`src/rtl/seq_multiplier.sv`:
```
// Sequential shift-add multiplier: unsigned, or radix-2 Booth for two's complement.
// One ADDING and one SHIFTING cycle per operand bit; product is registered and held until the next completion.
module seq_multiplier #(
  parameter int N = 8
) (
  input  logic           clock,
  input  logic           n_rst,
  input  logic           start,
  input  logic           abort,
  input  logic           signed_mode,
  input  logic [N-1:0]   a,
  input  logic [N-1:0]   b,
  output logic           ready,
  output logic           done,
  output logic [2*N-1:0] product,
  output logic           add,
  output logic           sub,
  output logic           shift
);

  localparam int CW = $clog2(N + 1);

  localparam logic [1:0] IDLE     = 2'd0;
  localparam logic [1:0] ADDING   = 2'd1;
  localparam logic [1:0] SHIFTING = 2'd2;
  localparam logic [1:0] DONE     = 2'd3;

  logic [1:0]    state;
  logic [N-1:0]  m;
  logic [N-1:0]  q;
  logic [N:0]    acc;
  logic          q_1;
  logic          mode;
  logic [CW-1:0] count;

  logic [N:0]    ext_m;
  logic          booth_add;
  logic          booth_sub;
  logic [N:0]    sh_acc;
  logic [N-1:0]  sh_q;

  // M is zero- or sign-extended into the N+1 bit accumulator depending on the latched mode
  assign ext_m     = mode ? {m[N-1], m} : {1'b0, m};
  assign booth_add = mode ? (~q[0] & q_1) : q[0];
  assign booth_sub = mode & q[0] & ~q_1;

  assign sh_acc = {mode & acc[N], acc[N:1]};
  assign sh_q   = {acc[0], q[N-1:1]};

  assign ready = (state == IDLE);
  assign done  = (state == DONE);
  assign add   = (state == ADDING) && !abort && booth_add;
  assign sub   = (state == ADDING) && !abort && booth_sub;
  assign shift = (state == SHIFTING) && !abort;

  always_ff @(posedge clock or negedge n_rst) begin
    if (!n_rst) begin
      state   <= IDLE;
      m       <= '0;
      q       <= '0;
      acc     <= '0;
      q_1     <= 1'b0;
      mode    <= 1'b0;
      count   <= CW'(N);
      product <= '0;
    end else begin
      case (state)
        IDLE: begin
          if (start && !abort) begin
            m     <= a;
            q     <= b;
            mode  <= signed_mode;
            acc   <= '0;
            q_1   <= 1'b0;
            count <= CW'(N);
            state <= ADDING;
          end
        end
        ADDING: begin
          if (abort) begin
            state <= IDLE;
          end else begin
            if (add) begin
              acc <= acc + ext_m;
            end else if (sub) begin
              acc <= acc - ext_m;
            end
            state <= SHIFTING;
          end
        end
        SHIFTING: begin
          if (abort) begin
            state <= IDLE;
          end else begin
            acc   <= sh_acc;
            q     <= sh_q;
            q_1   <= q[0];
            count <= count - CW'(1);
            if (count == CW'(1)) begin
              product <= {sh_acc[N-1:0], sh_q};
              state   <= DONE;
            end else begin
              state <= ADDING;
            end
          end
        end
        DONE: begin
          state <= IDLE;
        end
        default: begin
          state <= IDLE;
        end
      endcase
    end
  end

endmodule

```
`config.mk`:
```
export PLATFORM = sky130hd
export DESIGN_NAME = seq_multiplier
export DESIGN_NICKNAME = d
export VERILOG_FILES = /design/src/rtl/seq_multiplier.sv
export SDC_FILE = /design/constraint.sdc
export NUM_CORES = 1
export LEC_CHECK = 0
export ABC_CLOCK_PERIOD_IN_PS = 4500
export BUFFER_PORTS_ARGS = -buffer_cell sky130_fd_sc_hd__buf_4
export CAP_MARGIN = 40
export CORE_MARGIN = 4
export CORE_UTILIZATION = 61
export DETAILED_ROUTE_END_ITERATION = 10
export GPL_TIMING_DRIVEN = 1
export PLACE_DENSITY = 0.91
export SLEW_MARGIN = 10
export SYNTH_ARGS = -nofsm -noshare
export SYNTH_HDL_FRONTEND = slang
export SYNTH_SLANG_ARGS = --single-unit
```
`constraint.sdc`:
```
create_clock -name clock -period 4.5 [get_ports clock]
set_clock_uncertainty 0.2 [all_clocks]
set_input_delay 0.675 -clock clock [delete_from_list [all_inputs] [get_ports clock]]
set_output_delay 0.675 -clock clock [all_outputs]
set_load 0.02 [all_outputs]
```
# After elaboration in Yosys (flattened, before gate mapping)
# Index checks and enable logic that the tools add are counted.
dict set report totals {
  input_bits 21
  output_inout_bits 21
  ff_bits 49
}
dict set report op_classes {
  mux 22
  eq_ne 8
  add_sub_neg 3
  reduce_logical 13
  n_bitwise 7
}
# cell count
set op_table {}
lappend op_table {{9-bit two-way mux} 6}
lappend op_table {{9-bit one-hot mux with 3 select lines} 1}
lappend op_table {{8-bit two-way mux} 2}
lappend op_table {{8-bit one-hot mux with 2 select lines} 1}
lappend op_table {{9-bit adder} 1}
lappend op_table {{9-bit subtractor} 1}
lappend op_table {{2-bit two-way mux} 4}
lappend op_table {{4-bit two-way mux} 2}
lappend op_table {{2-bit one-hot mux with 4 select lines} 1}
lappend op_table {{4-bit one-hot mux with 2 select lines} 1}
lappend op_table {{3-bit AND reduction} 2}
lappend op_table {{1-bit logical AND} 5}
lappend op_table {{5-bit AND reduction} 1}
lappend op_table {{1-bit AND} 4}
lappend op_table {{2-bit == test (second input constant)} 2}
lappend op_table {{4-bit by 1-bit == test with 1-bit output (second input constant)} 1}
lappend op_table {{2-bit inequality test (second input constant)} 2}
lappend op_table {{4-bit by 1-bit subtractor with 4-bit output (second input constant)} 1}
lappend op_table {{1-bit two-way mux} 3}
lappend op_table {{3-bit inequality test (second input constant)} 1}
lappend op_table {{1-bit inverter} 3}
lappend op_table {{3-bit nonzero test} 1}
lappend op_table {{2-bit by 1-bit == test with 1-bit output (second input constant)} 1}
lappend op_table {{2-bit logical NOT} 1}
lappend op_table {{5 further kinds} 5}

# Depth between registers and ports, before layout
# Gate-level depths: netlist (run 1).
dict set report depth {
  depth_word 7
  ltp_mapped 14
  mapped_depth_nobuf 13
}

# Worst setup path after synthesis (run 1)
# Ideal clock, no wire load.
dict set report synth_path {
  path_type {reg-to-reg}
  from {register state[1]}
  to {register acc[8]}
  stages_incl_launch_ff 15
  slack_ps 1610
  t_arrival_ps 2604
  period_less_slack_ps 2890
  path_cell_list {dfrtp_1 inv_1 ha_1 buf_2 and2b_1 o21ai_2 inv_1 a21oi_1 xor2_1 ha_1 a21o_1 or3_1 o21a_1 nand4bb_1 o211ai_1}
}
dict set report synth_via {
  elab_chain_len 6
  word_cells_on_any_way 15
  classes_between {eq/ne (6); mux (3); reduce/logical (6)}
}
# element line
set synth_rtl {}
lappend synth_rtl {{from (decl)} 28} ;# logic [1:0] state;
lappend synth_rtl {{from (signal assigned)} 58} ;# state <= IDLE;
lappend synth_rtl {{from (signal assigned)} 76} ;# state <= ADDING;
lappend synth_rtl {{from (signal assigned)} 81} ;# state <= IDLE;
lappend synth_rtl {{2-bit by 1-bit == test with 1-bit output *} 52} ;# assign add = (state == ADDING) && !abort && booth_add;
lappend synth_rtl {{1-bit logical AND * (2 in a row)} 52}
lappend synth_rtl {{net add} 16} ;# output logic add,
lappend synth_rtl {{9-bit two-way mux} 83} ;# if (add) begin
lappend synth_rtl {{9-bit two-way mux} 80} ;# if (abort) begin
lappend synth_rtl {{9-bit one-hot mux with 3 select lines} 67} ;# case (state)
lappend synth_rtl {{to (signal assigned)} 84} ;# acc <= acc + ext_m;
lappend synth_rtl {{to (signal assigned)} 86} ;# acc <= acc - ext_m;
lappend synth_rtl {{to (decl)} 31} ;# logic [N:0] acc;
# The timed path passes the listed nets; every way through them passes the cells marked *. The select of a mux whose other input is x is not followed.
# A chain may end at the register's enable or synchronous reset.

# Worst setup path after layout (run 1)
dict set report layout_path {
  from {register state[1]}
  to {register acc[5]}
}
dict set report layout_via {
  elab_chain_len 6
  word_cells_on_any_way 15
  classes_between {eq/ne (6); mux (3); reduce/logical (6)}
}
# element line
set layout_rtl {}
lappend layout_rtl {{2-bit by 1-bit == test with 1-bit output} {52, 53, 67}}
lappend layout_rtl {{1-bit logical AND} {52, 53}}
lappend layout_rtl {{1-bit logical AND} 52}
lappend layout_rtl {{9-bit two-way mux} 83}
lappend layout_rtl {{9-bit two-way mux} 80}
lappend layout_rtl {{9-bit one-hot mux with 3 select lines} 67}
# Parallel ways exist; a longest one is shown, timed or not. The select of a mux whose other input is x is not followed.

==> results.json, run 1 <==
{
  "final_nets": 347,
  "start_kind": "flip-flop",
  "die_h_um": 75.9,
  "maxCapViolCount": 0,
  "synthTopCellsByArea": "dfrtp_1 43%, mux2_2 9.2%, ha_1 7.6%, mux2i_1 3.6%, nand2_1 3.5%",
  "p_sw_uw": 998,
  "drive_gt1_share_pct": 26.2,
  "slowest_stage": "dfrtp_1",
  "io_pins": 42,
  "cts.clk_slew.worst_paths_ps": 100,
  "syn-cell-area_sq_um": 2810,
  "gp_congestion": 0.922,
  "drt_iter0_drc": 119,
  "port_buffers": 41,
  "p_sw_share_pct": 44.3,
  "synth_commonest_cells": "48 x dfrtp_1, 26 x nand2_1, 23 x mux2_2",
  "cpLargestDelayFamily": "compound AO/OA/AOI/OAI gates",
  "core_area_sq_um": 4410,
  "finalCritPeriodShare_pct": 70.2,
  "synth_edf_count": 0,
  "grt_max_degree": 50,
  "power.density_nw_per_um2": 695,
  "path_cells": "inv_1 -> ha_1 -> and2b_1 -> o21ai_2 -> o21ai_0 -> ha_1 -> a21o_1 -> a21oi_1 -> nor4b_1 -> o31ai_1 -> a21oi_1",
  "grt_use_total_pct": 22.3,
  "synth_nets": 306,
  "cts.sinks": 49,
  "worstSetupEndpointType": "flip-flop",
  "cp.arrival_ps": 3150,
  "cp_slowest_stage_delay_ps": 410,
  "diodes": 0,
  "cts_buffer_depth": 2,
  "post_cts_buffers": 0,
  "power_mw": 2.25,
  "ir_drop_v": 0.000423,
  "ys_async_sr_fraction_pct": 100,
  "cts_resized": 0,
  "holdBufCountCts": 0,
  "p_clk_share_pct": 12.4,
  "ys_types": 51,
  "yosysSeqAreaShare_pct": 43.7,
  "p_leak_nw": 1.58,
  "intPower_mw": 1.26,
  "fin_setup_tns_ps": 0,
  "area_growth_syn_to_layout_pct": 15.4,
  "num_rows": 24,
  "p_comb_share_pct": 53.3,
  "slew_viol_final": 0,
  "place_hpwl_um": 4230,
  "fill_cells": 318,
  "drtAntennaViolNets": 0,
  "die-area_sq_um": 5760,
  "critPathKind": "reg2reg",
  "die_x_um": 75.9,
  "clk_latency_ps": 320,
  "drtPass1Iterations": 4,
  "vias": 2151,
  "yosysTopAreaCell": "dfrtp_1",
  "ys_ff_latch": 49,
  "grt_overflow_total": 0,
  "numCtsBuffers": 5,
  "cts_max_level": 2,
  "power_frac_seq_pct": 34.2,
  "antenna_found_initial": 0,
  "avgViaCountPerCell": 5.96,
  "clock.fmax_mhz": 316,
  "setup_viol": 0,
  "rsz0062_at_grt": "no",
  "cts_tree": "built",
  "synth_top_area_share_pct": 42.7,
  "period_needed_ps": 3160,
  "worstPathMaxFanout": 10,
  "crit_required_ps": 4490,
  "hp-class": "in2async",
  "wl_um": 5680,
  "start_util_pct": 63.7,
  "drc_errors": 0,
  "hold_viol": 0,
  "worstMarginPinSlew_ps": 599,
  "syn_area_per_cell_sq_um": 10.5,
  "grt_pass1_vias": 2018,
  "crit_buf_inv": 1,
  "slew_headroom_pct": 60.1,
  "clock_tree.root_cell": "clkbuf_8",
  "grt_pass1_wl_um": 9620,
  "synthCells": 267,
  "yosysWarnings": 0,
  "status": "completed",
  "routedWlPerCell_um": 15.7,
  "yosysMostFrequentCell": "dfrtp_1",
  "synth-main-ff-cell": "dfrtp_1"
}
==> final cells by class <==
type                            instances  area [sq um]  share of cell area [%]
Multi-Input combinational cell        193          1480                    45.5
Sequential cell                        49          1230                    37.8
Timing Repair Buffer                   42           315                    9.72
Clock buffer                            5          68.8                    2.12
Tap cell                               52          65.1                    2.01
Inverter                               17          63.8                    1.97
Clock inverter                          3          28.8                   0.887
==> metrics by stage <==
| stage | hold WS [ps] | setup slack, ps | cells | utilization (%) | area (sq um) |
|---|---|---|---|---|---|
| after global placement | 265 | 1480 | 353 | 71.3 | 3150 |
| after floorplan | 179 | 1610 | 267 | - | 2810 |
| after detailed placement | 271 | 1390 | 353 | 71.3 | 3150 |
| after CTS | 176 | 1370 | 361 | 73.5 | 3240 |
| after global routing | 205 | 1100 | 361 | 73.5 | 3240 |
| final | 163 | 1340 | 361 | 73.5 | 3240 |
==> per-layer routing <==
metal / vias to the layer above / track usage, % / wire, um
li1: 1029 / - / -
met1: 1046 / 29.9 / 2500
met2: 68 / 35.9 / 2800
met3: 8 / 4.49 / 287
met4: 0 / 7.77 / 87
met5: - / 0 / 0
==> final timing paths <==
| kind | start | to | slack (ps) | cells past startpoint |
|---|---|---|---|---|
| worst max-delay path | state[1]$_DFFE_PN0P_ | acc[5]$_DFFE_PN0P_ | 1340 | 11 |
| worst min-delay path | n_rst | q[2]$_DFFE_PN0P_ | 160 | 1 |
| worst max register to register | state[1]$_DFFE_PN0P_ | acc[5]$_DFFE_PN0P_ | 1340 | 11 |
| worst min register to register | product[15]$_DFFE_PN0P_ | product[15]$_DFFE_PN0P_ | 290 | 2 |
| max in group asynchronous | n_rst | acc[7]$_DFFE_PN0P_ | 3530 | 1 |
| min in group clock | product[15]$_DFFE_PN0P_ | product[15]$_DFFE_PN0P_ | 290 | 2 |
==> cells in the final DEF (no fill, tap or decap), drive strengths merged, types with 4 or more instances in the layout <==
| cell type | netlist | layout |
|---|---|---|
| dfrtp | 48 | 48 |
| buf | 6 | 42 |
| nand2 | 26 | 26 |
| mux2 | 23 | 23 |
| o21ai | 21 | 21 |
| inv | 17 | 19 |
| ha | 17 | 17 |
| a21oi | 12 | 12 |
| nor2 | 10 | 10 |
| mux2i | 10 | 10 |
| xor2 | 6 | 6 |
| o31ai | 6 | 6 |
| xnor2 | 6 | 6 |
| a22oi | 5 | 5 |
| clkbuf | 2 | 5 |
| nand3 | 4 | 4 |
==> power groups by stage <==
stage	logic (mW)	registers [mW]	clock network (mW)
4_1_cts	1.20	0.770	0.289
6_report	1.20	0.771	0.281
3_3_place_gp	1.14	0.766	0
5_1_grt	1.34	0.794	0.306
2_1_floorplan	0.875	0.784	0
3_5_place_dp	1.18	0.780	0
==> sequential cells by signal, indices dropped and copies added (netlist names) <==
| name | flops |
|---|---|
| count | 4 |
| product | 16 |
| q | 8 |
| state | 2 |
| acc | 9 |
| m | 8 |
| q_1 | 1 |
| mode | 1 |
==> worst register-to-register path: cells and delay by family, from the launching register on <==
| family | cells | cell delay [ps] |
|---|---|---|
| compound gates | 6 | 1310 |
| fa+ha+maj | 2 | 670 |
| flops | 1 | 410 |
| simple gates | 2 | 330 |
| buf+inv | 1 | 110 |
==> cell families after synthesis <==
kind of cell	after synthesis	synth area share (%)
buffers and inverters	25	3.83
AO/OA/AOI/OAI	64	15.0
XOR/XNOR	12	3.74
multiplexers	33	12.8
adder cells (fa/ha/maj)	18	8.28
flip-flops	49	43.7
AND/OR/NAND/NOR	66	12.7
No activity file was read; power rests on OpenSTA's default activity.
==> run 2: changes to the inputs <==
ABC_CLOCK_PERIOD_IN_PS = 2750   (was 4500)
CORE_UTILIZATION = 51   (was 61)
PLACE_DENSITY = 0.81   (was 0.91)
clock period = 2.75 ns   (was 4.5 ns; I/O delays follow)
==> run 2 against run 1 <==
Effect of this change:
- the run now ends with setup timing left
- total power grew 95%
- maximum frequency grew 13%
- clock power grew 120%
- non-clock buffer count grew 25
- die area grew 17%
- clock-buffer cell count is the same
- largest cell class unchanged
- highest routed layer unchanged
==> results.json, run 2 (same netlist as run 1, synthesis figures left out) <==
{
  "cts_max_level": 2,
  "largest-register": "product",
  "status": "finished with violations",
  "power.density_nw_per_um2": 1210,
  "ir_drop_v": 0.000763,
  "power_mw": 4.40,
  "drtAntennaViolNets": 0,
  "clk_latency_ps": 320,
  "power_frac_seq_pct": 28.4,
  "period_needed_ps": 2790,
  "p_clk_share_pct": 14.3,
  "fin_setup_tns_ps": -109,
  "p_sw_share_pct": 42.3,
  "cpLargestDelayFamily": "compound AO/OA/AOI/OAI gates",
  "cts_tree": "built",
  "die_x_um": 82.2,
  "clock.fmax_mhz": 359,
  "drc_errors": 0,
  "cts_buffer_depth": 2,
  "grt_pass1_wl_um": 10600,
  "grt_max_degree": 50,
  "p_comb_share_pct": 57.4,
  "intPower_mw": 2.54,
  "dp.cells": 388,
  "slew_viol_final": 0,
  "slowest_stage": "dfrtp_1",
  "finalCritPeriodShare_pct": 101,
  "num_rows": 26,
  "crit_buf_inv": 1,
  "final_common_cell": "buf_4",
  "reg_top3": "product (16), acc (9)",
  "p_leak_nw": 1.74,
  "path_cells": "inv_2 -> ha_4 -> and2b_2 -> o21ai_4 -> o31ai_1 -> xnor2_1 -> ha_1 -> a21oi_2 -> a21oi_2 -> nor2_1 -> xor2_1 -> o221ai_1",
  "wl_met3_um": 392,
  "diodes": 0,
  "wl_met2_um": 3250,
  "port_buffers": 41,
  "start_kind": "flip-flop",
  "final_nets": 372,
  "largest_reg_flops": 16,
  "die_h_um": 82.2,
  "drtPass1Iterations": 4,
  "cts.clk_slew.worst_paths_ps": 100,
  "mostFrequentLayoutCells": "66 x buf_4, 48 x dfrtp_1, 25 x nand2_1",
  "met1_length_um": 2660,
  "drive_gt1_share_pct": 38.3,
  "post_layout_nonfiller_instances": 404,
  "setup_viol": 3,
  "numCtsBuffers": 5,
  "grt_use_total_pct": 20.5,
  "hold_viol": 0,
  "final_cell_area_sq_um": 3630,
  "routedWlPerCell_um": 15.9,
  "worst_r2r_path_depth": 12,
  "critPathKind": "reg2reg",
  "wl_um": 6410,
  "core_area_sq_um": 5240,
  "area_growth_syn_to_layout_pct": 29.2,
  "grt_pass1_vias": 2267,
  "place_hpwl_um": 4450,
  "cp.arrival_ps": 2770,
  "drt_iter0_drc": 116,
  "topRoutingLayerUsed": "met4",
  "vias": 2280,
  "grt_overflow_total": 0,
  "layout_setup_ws_ps": -38.3,
  "cp_slowest_stage_delay_ps": 380,
  "cp.depth": 12,
  "rsz0062_at_grt": "yes",
  "cp_common_cell": "a21oi_2",
  "gp_congestion": 0.862,
  "cts.sinks": 49,
  "clock_tree.root_cell": "clkbuf_8",
  "die-area_sq_um": 6760,
  "start_util_pct": 53.7,
  "place_area_sq_um": 3310,
  "p_sw_mw": 1.86,
  "slew_headroom_pct": 58.0,
  "antenna_found_initial": 0,
  "worstSetupEndpointType": "flip-flop",
  "avgViaCountPerCell": 5.64,
  "hp-class": "in2reg",
  "worstPathMaxFanout": 7,
  "crit_required_ps": 2730,
  "maxCapViolCount": 0,
  "io_pins": 42,
  "violations": "setup timing",
  "worstMarginPinSlew_ps": 630,
  "dp_slack_ps": -72.5,
  "hold_depth": 2
}
==> run 2: cell type report <==
class                   count  area, sq um
fillers                   398         1610
clock buffers               5         68.8
repair buffers             67          505
clock inverters             3         68.8
inverters                  17         63.8
multi-input cells         193         1610
flip-flops and latches     49         1230
well taps                  70         87.6
==> run 2: timing repair <==
item,in CTS,in global routing
endpoints found under the setup margin,3,6
hold buffers,1,0
gates cloned,0,0
resized for setup,3,24
pin swaps,2,17
hold endpoints to repair,48,0
buffers inserted,2,6
==> run 2: path summary, 6_finish.rpt <==
check / start / slack, ps / end
worst max-delay path: state[1]$_DFFE_PN0P_ / -40 / acc[6]$_DFFE_PN0P_
worst min-delay path: a[0] / 130 / m[0]$_DFFE_PN0P_
worst max register to register: state[1]$_DFFE_PN0P_ / -40 / acc[6]$_DFFE_PN0P_
worst min register to register: product[8]$_DFFE_PN0P_ / 290 / product[8]$_DFFE_PN0P_
max in group asynchronous: n_rst / 1470 / product[0]$_DFFE_PN0P_
min in group asynchronous: n_rst / 450 / count[0]$_DFFE_PN0P_
==> run 2: per-stage QoR <==
| stage | utilization (%) | hold WS [ps] |
|---|---|---|
| 2_1_floorplan | - | -83.1 |
| 3_5_place_dp | 63.2 | 275 |
| 4_1_cts | 66.5 | 121 |
| 3_3_place_gp | 63.2 | 265 |
| 6_report | 69.3 | 128 |
| 5_1_grt | 69.3 | 122 |
==> run 2: per-layer routing <==
layer | vias to the layer above | GRT usage (%)
li1 | 1087 | -
met1 | 1106 | 26.0
met2 | 73 | 34.6
met3 | 14 | 4.66
met4 | 0 | 6.15
met5 | - | 0
==> run 2: power by group through the flow <==
| stage | combinational [mW] | sequential [mW] | clock, mW |
|---|---|---|---|
| floorplan | 1.45 | 1.29 | 0 |
| finish | 2.52 | 1.25 | 0.629 |
| detailed placement | 2.13 | 1.25 | 0 |
| CTS | 2.19 | 1.24 | 0.641 |
| global route | 2.77 | 1.29 | 0.672 |
| global placement | 2.06 | 1.23 | 0 |
